==> src/rtl/sc_pkg.sv <==
// Shared encodings for the single-cycle instruction-fetch stage: next-PC
// selector values, fetch FSM states and the default reset PC.
package sc_pkg;

    typedef enum logic [1:0] {
        PCS_SEQ = 2'b00,
        PCS_BR  = 2'b01,
        PCS_JR  = 2'b10,
        PCS_J   = 2'b11
    } pcsource_t;

    typedef enum logic [1:0] {
        ST_BOOT  = 2'b00,
        ST_FETCH = 2'b01,
        ST_VALID = 2'b10,
        ST_HALT  = 2'b11
    } state_t;

    localparam logic [31:0] RESET_PC_DEFAULT = 32'h0000_0000;

endpackage

==> src/rtl/sc_ifetch_if.sv <==
// Instruction-memory request/acknowledge bus between the fetch stage (master)
// and a variable-latency instruction memory (slave).
interface sc_ifetch_if;
    logic        req;
    logic [31:0] addr;
    logic        ack;
    logic [31:0] rdata;

    modport master (output req, output addr, input ack, input rdata);
    modport slave  (input req, input addr, output ack, output rdata);
endinterface

==> src/rtl/sc_npc_mux.sv <==
// Combinational next-PC select from the control unit's pcsource, plus a flag
// for a selected target that is not word aligned.
module sc_npc_mux
    import sc_pkg::*;
(
    input  logic [1:0]  pcsource,
    input  logic [31:0] pc4,
    input  logic [31:0] bpc,
    input  logic [31:0] rpc,
    input  logic [31:0] jpc,
    output logic [31:0] npc,
    output logic        npc_bad
);

    always_comb begin
        npc = pc4;
        case (pcsource_t'(pcsource))
            PCS_SEQ: npc = pc4;
            PCS_BR:  npc = bpc;
            PCS_JR:  npc = rpc;
            PCS_J:   npc = jpc;
            default: npc = pc4;
        endcase
    end

    assign npc_bad = (npc[1:0] != 2'b00);

endmodule

==> src/rtl/sc_ifetch.sv <==
// Instruction-fetch stage: holds the PC, fetches one word per instruction over
// a req/ack memory handshake and advances the PC when the datapath commits.
module sc_ifetch
    import sc_pkg::*;
#(
    parameter logic [31:0] RESET_PC = RESET_PC_DEFAULT,
    parameter int          CNT_W    = 32
) (
    input  logic             clock,
    input  logic             reset,
    sc_ifetch_if.master      imem,
    output logic [31:0]      inst,
    output logic             inst_valid,
    output logic [31:0]      pc,
    output logic [31:0]      pc4,
    input  logic             commit,
    input  logic [1:0]       pcsource,
    input  logic [31:0]      bpc,
    input  logic [31:0]      rpc,
    input  logic [31:0]      jpc,
    output logic             misalign,
    output logic [CNT_W-1:0] retired
);

    state_t      state;
    state_t      state_next;
    logic [31:0] npc;
    logic        npc_bad;
    logic        fetch_done;
    logic        retire;

    sc_npc_mux u_npc_mux (
        .pcsource (pcsource),
        .pc4      (pc4),
        .bpc      (bpc),
        .rpc      (rpc),
        .jpc      (jpc),
        .npc      (npc),
        .npc_bad  (npc_bad)
    );

    assign pc4       = pc + 32'd4;
    assign imem.addr = pc;

    always_ff @(posedge clock) begin
        if (reset) begin
            state <= ST_BOOT;
        end else begin
            state <= state_next;
        end
    end

    // Acks outside FETCH and commits without a valid instruction are dropped here.
    always_comb begin
        state_next = state;
        imem.req   = 1'b0;
        fetch_done = 1'b0;
        retire     = 1'b0;
        case (state)
            ST_BOOT: begin
                state_next = ST_FETCH;
            end
            ST_FETCH: begin
                imem.req = 1'b1;
                if (imem.ack) begin
                    fetch_done = 1'b1;
                    state_next = ST_VALID;
                end
            end
            ST_VALID: begin
                if (commit && inst_valid) begin
                    retire     = 1'b1;
                    state_next = npc_bad ? ST_HALT : ST_FETCH;
                end
            end
            ST_HALT: begin
                state_next = ST_HALT;
            end
            default: begin
                state_next = ST_BOOT;
            end
        endcase
    end

    always_ff @(posedge clock) begin
        if (reset) begin
            pc         <= RESET_PC;
            inst       <= 32'h0000_0000;
            inst_valid <= 1'b0;
            misalign   <= 1'b0;
            retired    <= '0;
        end else begin
            if (fetch_done) begin
                inst       <= imem.rdata;
                inst_valid <= 1'b1;
            end
            if (retire) begin
                inst_valid <= 1'b0;
                retired    <= retired + CNT_W'(1);
                // A misaligned target halts with the PC left on the offending instruction.
                if (npc_bad) begin
                    misalign <= 1'b1;
                end else begin
                    pc <= npc;
                end
            end
        end
    end

endmodule

==> src/flat_wrapper.sv <==
// flat-port wrapper written by rule: the top's interface ports become plain ports
module sc_ifetch_flat import sc_pkg::*;
#(
    parameter logic [31:0] RESET_PC = RESET_PC_DEFAULT,
    parameter int          CNT_W    = 32
)
  (clock, reset, inst, inst_valid, pc, pc4, commit, pcsource, bpc, rpc, jpc, misalign, retired, imem_req, imem_addr, imem_ack, imem_rdata);
  sc_ifetch_if imem_i ();
  input  logic clock;
  input  logic reset;
  output logic [31:0] inst;
  output logic inst_valid;
  output logic [31:0] pc;
  output logic [31:0] pc4;
  input  logic commit;
  input  logic [1:0] pcsource;
  input  logic [31:0] bpc;
  input  logic [31:0] rpc;
  input  logic [31:0] jpc;
  output logic misalign;
  output logic [CNT_W-1:0] retired;
  output wire logic [$bits(imem_i.req)-1:0] imem_req;
  output wire logic [$bits(imem_i.addr)-1:0] imem_addr;
  input wire logic [$bits(imem_i.ack)-1:0] imem_ack;
  input wire logic [$bits(imem_i.rdata)-1:0] imem_rdata;
  assign imem_req = imem_i.req;
  assign imem_addr = imem_i.addr;
  assign imem_i.ack = imem_ack;
  assign imem_i.rdata = imem_rdata;
  sc_ifetch #(.RESET_PC(RESET_PC), .CNT_W(CNT_W)) u_core (.clock(clock), .reset(reset), .imem(imem_i), .inst(inst), .inst_valid(inst_valid), .pc(pc), .pc4(pc4), .commit(commit), .pcsource(pcsource), .bpc(bpc), .rpc(rpc), .jpc(jpc), .misalign(misalign), .retired(retired));
endmodule
==> config.mk <==
export PLATFORM = sky130hd
export DESIGN_NAME = sc_ifetch_flat
export DESIGN_NICKNAME = d
export VERILOG_FILES = /design/src/rtl/sc_pkg.sv /design/src/rtl/sc_ifetch_if.sv /design/src/rtl/sc_npc_mux.sv /design/src/rtl/sc_ifetch.sv /design/src/flat_wrapper.sv
export SDC_FILE = /design/constraint.sdc
export NUM_CORES = 1
export LEC_CHECK = 0
export CORE_MARGIN = 10
export CORE_UTILIZATION = 36
export CTS_CLUSTER_SIZE = 28
export DETAILED_ROUTE_END_ITERATION = 8
export PLACE_DENSITY = 0.78
export SETUP_SLACK_MARGIN = 0.15
export SLEW_MARGIN = 20
export SYNTH_ARGS = -nofsm -noshare
export SYNTH_HDL_FRONTEND = slang
export SYNTH_HIERARCHICAL = 1
export SYNTH_SLANG_ARGS = --single-unit
==> constraint.sdc <==
create_clock -name clock -period 2.15 [get_ports clock]
set_input_delay 0.43 -clock clock [delete_from_list [all_inputs] [get_ports clock]]
set_output_delay 0.43 -clock clock [all_outputs]
set_load 0.02 [all_outputs]
==> flow_summary_export.csv, run 1 <==
group,metric,value,unit
outcome,status,"finished with violations",
outcome,violations,"setup timing",
clock_network,postCtsHoldBufs,0,
detailed_routing,dr.pass1.iters,4,
synthesis,syn-cell-area,5470,um2
finish,nFillCells,1066,
grt,use_met2,0.378,
finish,n_antenna_cell,0,
synthesis,syn_area_per_cell,8.52,um2
synthesis,ys.flop_type,"dfxtp_1",
worst_setup_path,path_cells,"and4_4 > nand4_1 > buf_6 > buf_6 > nor4_4 > xor2_2 > buf_6",
placed_design,port_buffers,296,
sta,drv_slew,0,
die,rows,44,
finish,post-route-util,0.694,
grt,grt_pass1_wl,34.6,mm
synthesis,syn_inst,642,
power_and_ir_drop,leakage,4.03,nW
die,dieArea,20500,um2
worst_hold_path,hold_class,"reg2reg",
grt,overflow,0,
worst_setup_path,startpoint_type,"flop",
worst_setup_path,path_max_fanout,7,
detailed_routing,drt_iter0_drc,393,
clock_network,cts_tree,"done",
worst_setup_path,critPathKind,"reg2out",
synthesis,synth_edf_count,0,
grt,grt_max_degree,37,
finish,layout.nets,1124,
worst_setup_path,cpMostUsedCell,"buf_6",
synthesis,yosys_warnings,6,
synthesis,ys_seq_elements,100,
finish,drive_above_1_share,0.316,
synthesis,synth_nets,778,
worst_setup_path,arrival,2.03,ns
flow_run,maxCapViolCount,0,
grt,busiest_layer,"met2",
clock_network,clkLatencyLatePin,0.34,ns
sta,tightest_slew,0.662,ns
grt,grt_util_met1,0.239,
sta,finalSetupTns,-4.63,ns
clock_network,clock_sinks,100,
finish,syn2layout_area_growth,86.6,%
sta,hold_viol,0,
sta,min_period_over_period,1.14,
sta,finalSetupViolations,29,
sta,setup_slack,-0.311,ns
die,core_region_area,14700,um2
placed_design,gp_congestion,0.884,
sta,fin_crit,2.46,ns
synthesis,seq_area_frac_synth,0.366,
clock_network,clkSlewWorstSetupHoldPaths,0.07,ns
worst_setup_path,cp_slowest_cell,"dfxtp_2",
clock_network,root_buffer,"clkbuf_16",
synthesis,synthArstFlopShare,0,
die,io_pins,297,
clock_network,numCtsBuffers,9,
grt,grt_pass1_vias,6175,
clock_network,cts_htree_levels,3,
detailed_routing,viasPerCell,5.36,
placed_design,dp_hpwl,17.7,mm
sta,timing.fmax,406,MHz
worst_setup_path,slowest_delay,0.34,ns
detailed_routing,route.detailed.drc,0,
power_and_ir_drop,ir_drop,0.516,mV
grt,use_met3,0.0720,
synthesis,ys_types,38,
die,start_util,0.372,
detailed_routing,routed-via-count,6304,
die,die_y,143,um
sta,grt_setup_unrepaired,"yes",
detailed_routing,wl,24.3,mm
grt,antenna_found_initial,2,
sta,clock_skew,0.00910,ns
sta,relSlewSlack,0.558,
clock_network,cts_buffer_depth,2,
sta,timing.hold.ws,0.454,ns
detailed_routing,detail-route-antenna-nets,0,
worst_setup_path,worstPathRequired,1.72,ns
die,die_w,143,um
grt,grtUsageTotal,0.213,
worst_setup_path,crit_path_end_kind,"output pin",
detailed_routing,wl_per_cell,20.7,um
power_and_ir_drop,power_density,415,nW/um2
## power breakdown
| part | internal (W) | switching (W) |
|---|---|---|
| Combinational | 0.000403 | 0.000268 |
| Clock | 0.000958 | 0.000712 |
| Sequential | 0.00187 | 0.0000212 |
| Total | 0.00323 | 0.00100 |
## critical path, delay by kind of cell (launching register included)
family / cells / cell delay, ns
AND/OR/NAND/NOR: 3 / 0.67
XOR/XNOR: 1 / 0.21
buffers and inverters: 3 / 0.46
flip-flops: 1 / 0.34
## stage by stage
stage               instance area, um2  setup slack (ns)  std cells  power, W
floorplan                         5730            -0.303        642   0.00221
global placement                  9110            -0.347       1127   0.00259
detailed placement                9110            -0.379       1127   0.00260
CTS                               9750            -0.209       1155   0.00428
global route                     10200            -0.397       1177   0.00440
finish                           10200            -0.311       1177   0.00423
## worst paths after layout
check / from / end / slack [ns] / cells past startpoint
max: u_core/imem.addr[15] / pc4[30] / -0.31 / 7
min: u_core/inst[7] / u_core/inst[7] / 0.45 / 2
max reg2reg: u_core/imem.addr[15] / u_core/imem.addr[30] / -0.29 / 11
min reg2reg: u_core/inst[7] / u_core/inst[7] / 0.45 / 2
## logic make-up after synthesis
kind of cell               Yosys count  synth area share
and+or+nand+nor                    275             0.239
AOI/OAI and AO/OA                  107             0.106
DFF                                100             0.366
buffers and inverters               86            0.0881
xor gates and xnor gates            38            0.0609
muxes                               34             0.136
adders and majority gates            2           0.00457
## layer usage
layer | wire (um) | vias to the layer above | share of wire
li1 | - | 2929 | -
met1 | 9230 | 3056 | 0.38
met2 | 12300 | 279 | 0.50
met3 | 2330 | 38 | 0.096
met4 | 488 | 2 | 0.020
met5 | 13 | - | 0.00053
## cell usage after synthesis, drive strengths merged, types with 2 or more instances
library cell  count  share of area
nand2           154           0.11
dfxtp           100           0.37
a21oi            86          0.079
buf              46          0.060
clkbuf           33          0.023
mux4             32           0.13
nor2             20          0.014
xnor2            20          0.032
nand3            19          0.017
xor2             18          0.029
nand4            17          0.021
or4              16          0.023
o31ai            14          0.019
nor3             12          0.011
nor4             10          0.011
and4              8          0.013
inv               7         0.0048
or3               6         0.0069
o21ai             5         0.0046
or2               4         0.0046
and3              2         0.0023
ha                2         0.0046
mux2              2         0.0041
nor2b             2         0.0023
## final cells by class
type / instances / area (um2) / area share
Timing Repair Buffer: 414 / 4010 / 0.392
Multi-Input combinational cell: 456 / 3550 / 0.348
Sequential cell: 100 / 2080 / 0.203
Clock buffer: 13 / 292 / 0.0286
Tap cell: 184 / 230 / 0.0226
Inverter: 7 / 26.3 / 0.00257
Clock inverter: 3 / 22.5 / 0.00221
## registers in the layout, summed over array words and instances (netlist names)
| name | flops |
|---|---|
| u_core/imem.addr | 32 |
| u_core/inst | 32 |
| u_core/retired | 32 |
| u_core/state | 2 |
| u_core/inst_valid | 1 |
| u_core/misalign | 1 |
## placed cells by master (no fill, tap or decap), drive strengths merged, types with 5 or more instances in the layout
master,instances
or4,16
buf,148
dlymetal6s2s,10
o21ai,5
a21oi,86
and4,8
dfxtp,100
or3,6
nand2,154
o31ai,14
clkdlybuf4s50,252
nor4,10
clkbuf,13
nand4,17
nor3,12
xor2,18
xnor2,20
inv,9
nor2,20
nand3,19
mux4,32
## repair_timing
action                     CTS  global route
setup endpoints to repair   74            85
cloned                       1             0
pin swaps                   29            44
setup buffers               11            22
resized for setup          205            81
Note: power is estimated with default switching activity, not from simulation.
==> run 2, diff against run 1 <==
--- a/config.mk
+++ b/config.mk
@@ -6,10 +6,11 @@
 export NUM_CORES = 1
 export LEC_CHECK = 0
 export CORE_MARGIN = 10
-export CORE_UTILIZATION = 36
+export CORE_UTILIZATION = 38
 export CTS_CLUSTER_SIZE = 28
 export DETAILED_ROUTE_END_ITERATION = 8
-export PLACE_DENSITY = 0.78
+export PLACE_DENSITY = 0.79
+export RECOVER_POWER = 100
 export SETUP_SLACK_MARGIN = 0.15
 export SLEW_MARGIN = 20
 export SYNTH_ARGS = -nofsm -noshare
==> constraint.sdc (replaced) <==
create_clock -name clock -period 2.3 [get_ports clock]
set_input_delay 0.46 -clock clock [delete_from_list [all_inputs] [get_ports clock]]
set_output_delay 0.46 -clock clock [all_outputs]
set_load 0.02 [all_outputs]
==> run 2 against run 1 <==
Critical path type unchanged. Largest power group unchanged. The flow still finishes with violations (setup timing). Highest routed layer is now met4. Critical endpoint is now pc4[31]. Critical path depth down 1. Global-route usage is 0.18 points higher. Design area down 5.1%. Final cell count is 2.3% lower. Setup slack gained 0.18 ns.
==> flow_summary_export.csv, run 2 (synthesis gave the netlist of run 1 again) <==
group,metric,value,unit
worst_setup_path,startpoint_type,"flop",
worst_setup_path,worstPathRequired,1.84,ns
power_and_ir_drop,power_density,415,nW/um2
clock_network,cts_htree_levels,3,
clock_network,root_buffer,"clkbuf_16",
die,start_util,0.391,
worst_setup_path,arrival,1.97,ns
grt,grtUsageTotal,0.215,
outcome,violations,"setup timing",
detailed_routing,wl_met3,1.88,mm
finish,layout.nets,1100,
finish,drive_above_1_share,0.235,
placed_design,dp_hpwl,17.2,mm
sta,clock_skew,0.0107,ns
power_and_ir_drop,ir_drop,0.363,mV
detailed_routing,routed-via-count,6086,
outcome,status,"finished with violations",
sta,min_period_over_period,1.06,
detailed_routing,maxUsedRoutingLayer,"met4",
grt,grt_pass1_wl,34.1,mm
sta,grt_setup_unrepaired,"yes",
sta,setup_slack,-0.130,ns
placed_design,pre_cts_ws,-0.338,ns
clock_network,postCtsHoldBufs,0,
clock_network,cts_buffer_depth,2,
clock_network,cts_tree,"done",
die,die_y,140,um
sta,fin_crit,2.43,ns
worst_setup_path,cpMostUsedCell,"buf_6",
die,core_region_area,14000,um2
detailed_routing,dr.pass1.iters,5,
die,dieArea,19600,um2
sta,tightest_slew,0.667,ns
sta,drv_slew,0,
detailed_routing,route.detailed.drc,0,
worst_setup_path,path_cells,"and4_4 > nand4_1 > buf_6 > nor4_4 > xor2_2 > buf_6",
clock_network,clock_sinks,100,
detailed_routing,drt-met1-wl,8.70,mm
worst_setup_path,critPathKind,"reg2out",
placed_design,gp_congestion,0.903,
power_and_ir_drop,leakage,4.10,nW
die,io_pins,297,
finish,final_cell_mix,"nand2_1 (153), dlygate4sd3_1 (135), clkdlybuf4s50_1 (128)",
grt,grt_pass1_vias,5932,
placed_design,port_buffers,296,
worst_hold_path,hold_class,"reg2reg",
detailed_routing,drt_iter0_drc,372,
clock_network,numCtsBuffers,9,
grt,overflow,0,
detailed_routing,wl_per_cell,20.0,um
sta,finalSetupViolations,12,
clock_network,clkSlewWorstSetupHoldPaths,0.06,ns
detailed_routing,wl,23.0,mm
worst_setup_path,rrSetupSlack,0.04,ns
detailed_routing,detail-route-antenna-nets,0,
worst_setup_path,slowest_delay,0.35,ns
sta,timing.fmax,411,MHz
die,rows,43,
finish,final_common_cell,"nand2_1",
worst_setup_path,path_max_fanout,7,
sta,relSlewSlack,0.555,
detailed_routing,wl_met2,11.8,mm
finish,syn2layout_area_growth,77.0,%
flow_run,maxCapViolCount,0,
detailed_routing,viasPerCell,5.29,
worst_setup_path,cp_slowest_cell,"nor4_4",
clock_network,clkLatencyLatePin,0.34,ns
worst_setup_path,crit_path_end_kind,"output pin",
sta,hold_viol,0,
grt,grt_max_degree,43,
finish,nFillCells,1074,
grt,antenna_found_initial,1,
die,die_w,140,um
power_and_ir_drop,finalPower,0.00401,W
run 2: critical path: cells and delay by family, from the launching register on:
family,cells,cell delay [ns]
XOR/XNOR,1,0.25
flip-flops,1,0.33
AND/OR/NAND/NOR,3,0.72
buffers and inverters,2,0.34
run 2: final cells by class:
class / instances / area (um2) / area share
antenna: 1 / 2.50 / 0.000258
clock buffer: 10 / 239 / 0.0247
clock inverter: 6 / 86.3 / 0.00892
inverter: 7 / 26.3 / 0.00271
multi-input combinational: 456 / 3380 / 0.350
sequential: 100 / 2040 / 0.211
tap: 180 / 225 / 0.0233
timing repair buffer: 390 / 3680 / 0.380
run 2: path summary, 6_finish.rpt:
path / from / end / depth (start not counted)
min: u_core/inst[27] / u_core/inst[27] / 2
max: u_core/imem.addr[15] / pc4[31] / 6
max reg2reg: u_core/retired[5] / u_core/retired[26] / 6
min reg2reg: u_core/inst[27] / u_core/inst[27] / 2
run 2: metrics by stage:
| stage | cell area, um2 | TNS (ns) | utilization | cells | hold WS (ns) |
|---|---|---|---|---|---|
| after floorplan | 5640 | -0.319 | - | 642 | 0.497 |
| after global placement | 8950 | -7.06 | 0.640 | 1113 | 0.441 |
| after detailed placement | 8950 | -8.93 | 0.640 | 1113 | 0.446 |
| after CTS | 9560 | -0.310 | 0.683 | 1138 | 0.455 |
| after global routing | 9680 | -3.15 | 0.692 | 1150 | 0.471 |
| final | 9680 | -0.628 | 0.692 | 1150 | 0.450 |
run 2: routing by layer:
metal  global-route usage  up-vias
met5                    0        -
met4               0.0734        0
met3               0.0690       40
met2                0.372      270
met1                0.243     2900
li1                     -     2876
run 2: power breakdown:
| part | leakage (nW) | switching [W] | internal [W] |
|---|---|---|---|
| registers | 0.819 | 0.0000172 | 0.00176 |
| clock network | 0.159 | 0.000662 | 0.000984 |
| logic | 3.12 | 0.000241 | 0.000353 |
run 2: timing repair:
item | in CTS | in global routing
pin swaps | 16 | 19
setup buffers | 9 | 9
setup endpoints to repair | 40 | 44
cloned | 0 | 2
gates resized for setup | 166 | 39
==> run 3, diff against run 2 <==
--- a/config.mk
+++ b/config.mk
@@ -5,7 +5,8 @@
 export SDC_FILE = /design/constraint.sdc
 export NUM_CORES = 1
 export LEC_CHECK = 0
-export CORE_MARGIN = 10
+export ABC_CLOCK_PERIOD_IN_PS = 2300
+export CORE_MARGIN = 2
 export CORE_UTILIZATION = 38
 export CTS_CLUSTER_SIZE = 28
 export DETAILED_ROUTE_END_ITERATION = 8
==> run 3 against run 2 <==
Critical endpoint is now pc4[30]. Register-to-register slack worse by 0.04 ns. Largest power group unchanged. The flow still finishes with violations (setup timing). First-iteration DRC count is 23% higher. Sequential power hardly changed.
==> flow_summary_export.csv, run 3 (synthesis gave the netlist of run 1 again) <==
group,metric,value,unit
worst_setup_path,path_cells,"and4_4 > nand3_4 > buf_4 > nor4_4 > xor2_2 > buf_6",
clock_network,cts_tree,"done",
worst_hold_path,hold_class,"reg2reg",
sta,timing.fmax,419,MHz
worst_setup_path,startpoint_type,"flop",
sta,hold_viol,0,
worst_setup_path,cp_slowest_cell,"dfxtp_2",
power_and_ir_drop,leakage,4.08,nW
worst_setup_path,reg2reg_to,"u_core/imem.addr[30]",
detailed_routing,route.detailed.drc,0,
grt,grtUsageTotal,0.248,
sta,drv_slew,0,
placed_design,port_buffers,296,
sta,grt_setup_unrepaired,"yes",
clock_network,cts_htree_levels,3,
worst_setup_path,critPathKind,"reg2out",
finish,area.sequential,2040,um2
clock_network,clkLatencyLatePin,0.34,ns
sta,tightest_slew,1.10,ns
clock_network,root_buffer,"clkbuf_16",
grt,grt_pass1_wl,29.7,mm
detailed_routing,detail-route-antenna-nets,0,
outcome,status,"finished with violations",
finish,syn2layout_area_growth,75.9,%
die,rows,43,
clock_network,clock_sinks,100,
clock_network,numCtsBuffers,9,
placed_design,place_area,8980,um2
die,die_w,124,um
clock_network,cts_buffer_depth,2,
placed_design,dp_hpwl,14.6,mm
grt,antenna_found_initial,1,
worst_hold_path,whs_endpoint,"u_core/inst[24]",
grt,grt_pass1_vias,5862,
power_and_ir_drop,power_density,397,nW/um2
outcome,violations,"setup timing",
detailed_routing,routed-via-count,6087,
flow_run,maxCapViolCount,0,
die,start_util,0.391,
finish,final_common_cell,"nand2_1",
power_and_ir_drop,ir_drop,0.322,mV
finish,design_area,9620,um2
clock_network,clkSlewWorstSetupHoldPaths,0.07,ns
placed_design,gp_congestion,0.836,
sta,min_period_over_period,1.04,
finish,multi_input_area,3370,um2
finish,final_cell_mix,"nand2_1 (151), dlygate4sd3_1 (136), clkdlybuf4s50_1 (129)",
placed_design,pre_cts_ws,-0.262,ns
finish,layout.nets,1106,
worst_setup_path,arrival,1.93,ns
sta,setup_slack,-0.0873,ns
die,die_y,124,um
die,dieArea,15400,um2
detailed_routing,wl_per_cell,17.5,um
detailed_routing,viasPerCell,5.28,
sta,relSlewSlack,0.268,
worst_setup_path,rr_worst_depth,10,
power_and_ir_drop,finalPower,0.00382,W
worst_setup_path,slowest_delay,0.35,ns
sta,clock_skew,0.0128,ns
detailed_routing,dr.pass1.iters,5,
grt,overflow,0,
clock_network,postCtsHoldBufs,0,
sta,finalSetupViolations,9,
grt,grt_max_degree,48,
sta,timing.hold.ws,0.449,ns
worst_hold_path,holdPathStages,2,
worst_hold_path,hp-start,"u_core/inst[24]",
finish,n_antenna_cell,0,
worst_setup_path,crit_path_end_kind,"output pin",
die,core_region_area,14000,um2
worst_setup_path,path_max_fanout,7,
finish,nFillCells,1105,
worst_setup_path,worstReg2RegStart,"u_core/imem.addr[20]",
finish,drive_above_1_share,0.235,
worst_setup_path,worstPathRequired,1.84,ns
die,io_pins,297,
detailed_routing,drt_iter0_drc,456,
sta,fin_crit,2.39,ns
worst_setup_path,rrSetupSlack,0,ns
detailed_routing,wl,20.1,mm
sta,finalSetupTns,-0.333,ns
-- run 3: changes by cell type in the layout (fill, tap and decap cells not counted), moves of 3 or more --
cell	previous run	this run
buf_4	74	84
buf_6	27	19
dfxtp_1	84	81
dfxtp_2	9	12
xor2_1	6	9
-- run 3: critical path: cells and delay by family, from the launching register on --
kind                      cells  cell delay [ns]
and+or+nand+nor               3             0.69
buffers and inverters         2             0.34
xor gates and xnor gates      1             0.21
DFF                           1             0.35
-- run 3: what timing repair did --
action / in CTS / in global routing
pin swaps: 22 / 26
hold endpoints to repair: 0 / 0
resized for setup: 160 / 48
setup buffers: 9 / 14
endpoints found under the setup margin: 37 / 49
-- run 3: worst max path at each step --
stage,cells past startpoint,slack (ns),startpoint,endpoint
after floorplan,8,-0.16,u_core/imem.addr[8],u_core/imem.addr[26]
after global placement,6,-0.22,u_core/imem.addr[10],pc4[31]
after CTS,6,-0.04,u_core/imem.addr[7],pc4[26]
after detailed placement,6,-0.26,commit,u_core/retired[28]
final,6,-0.09,u_core/imem.addr[20],pc4[30]
after global routing,6,-0.16,u_core/imem.addr[20],pc4[30]
-- run 3: routing by layer --
| metal | GRT usage | up-vias | share of wire |
|---|---|---|---|
| li1 | - | 2886 | - |
| met1 | 0.300 | 2907 | 0.40 |
| met2 | 0.440 | 245 | 0.51 |
| met3 | 0.0490 | 47 | 0.062 |
| met4 | 0.0829 | 2 | 0.029 |
| met5 | 0 | - | 0.00075 |
-- run 3: layout make-up --
class	instances	area share
timing repair buffer	396	0.383
sequential	100	0.212
clock inverter	4	0.00533
inverter	7	0.00273
tap	180	0.0234
multi-input combinational	456	0.350
clock buffer	9	0.0234
-- run 3: power breakdown --
part	switching [W]	internal [W]
Clock	0.000624	0.000827
Sequential	0.0000186	0.00176
Combinational	0.000233	0.000356
Total	0.000876	0.00294
-- run 3: through the flow --
step	util	instances
after floorplan	-	642
after global placement	0.642	1116
after detailed placement	0.642	1116
after CTS	0.679	1138
after global routing	0.688	1152
final	0.688	1152
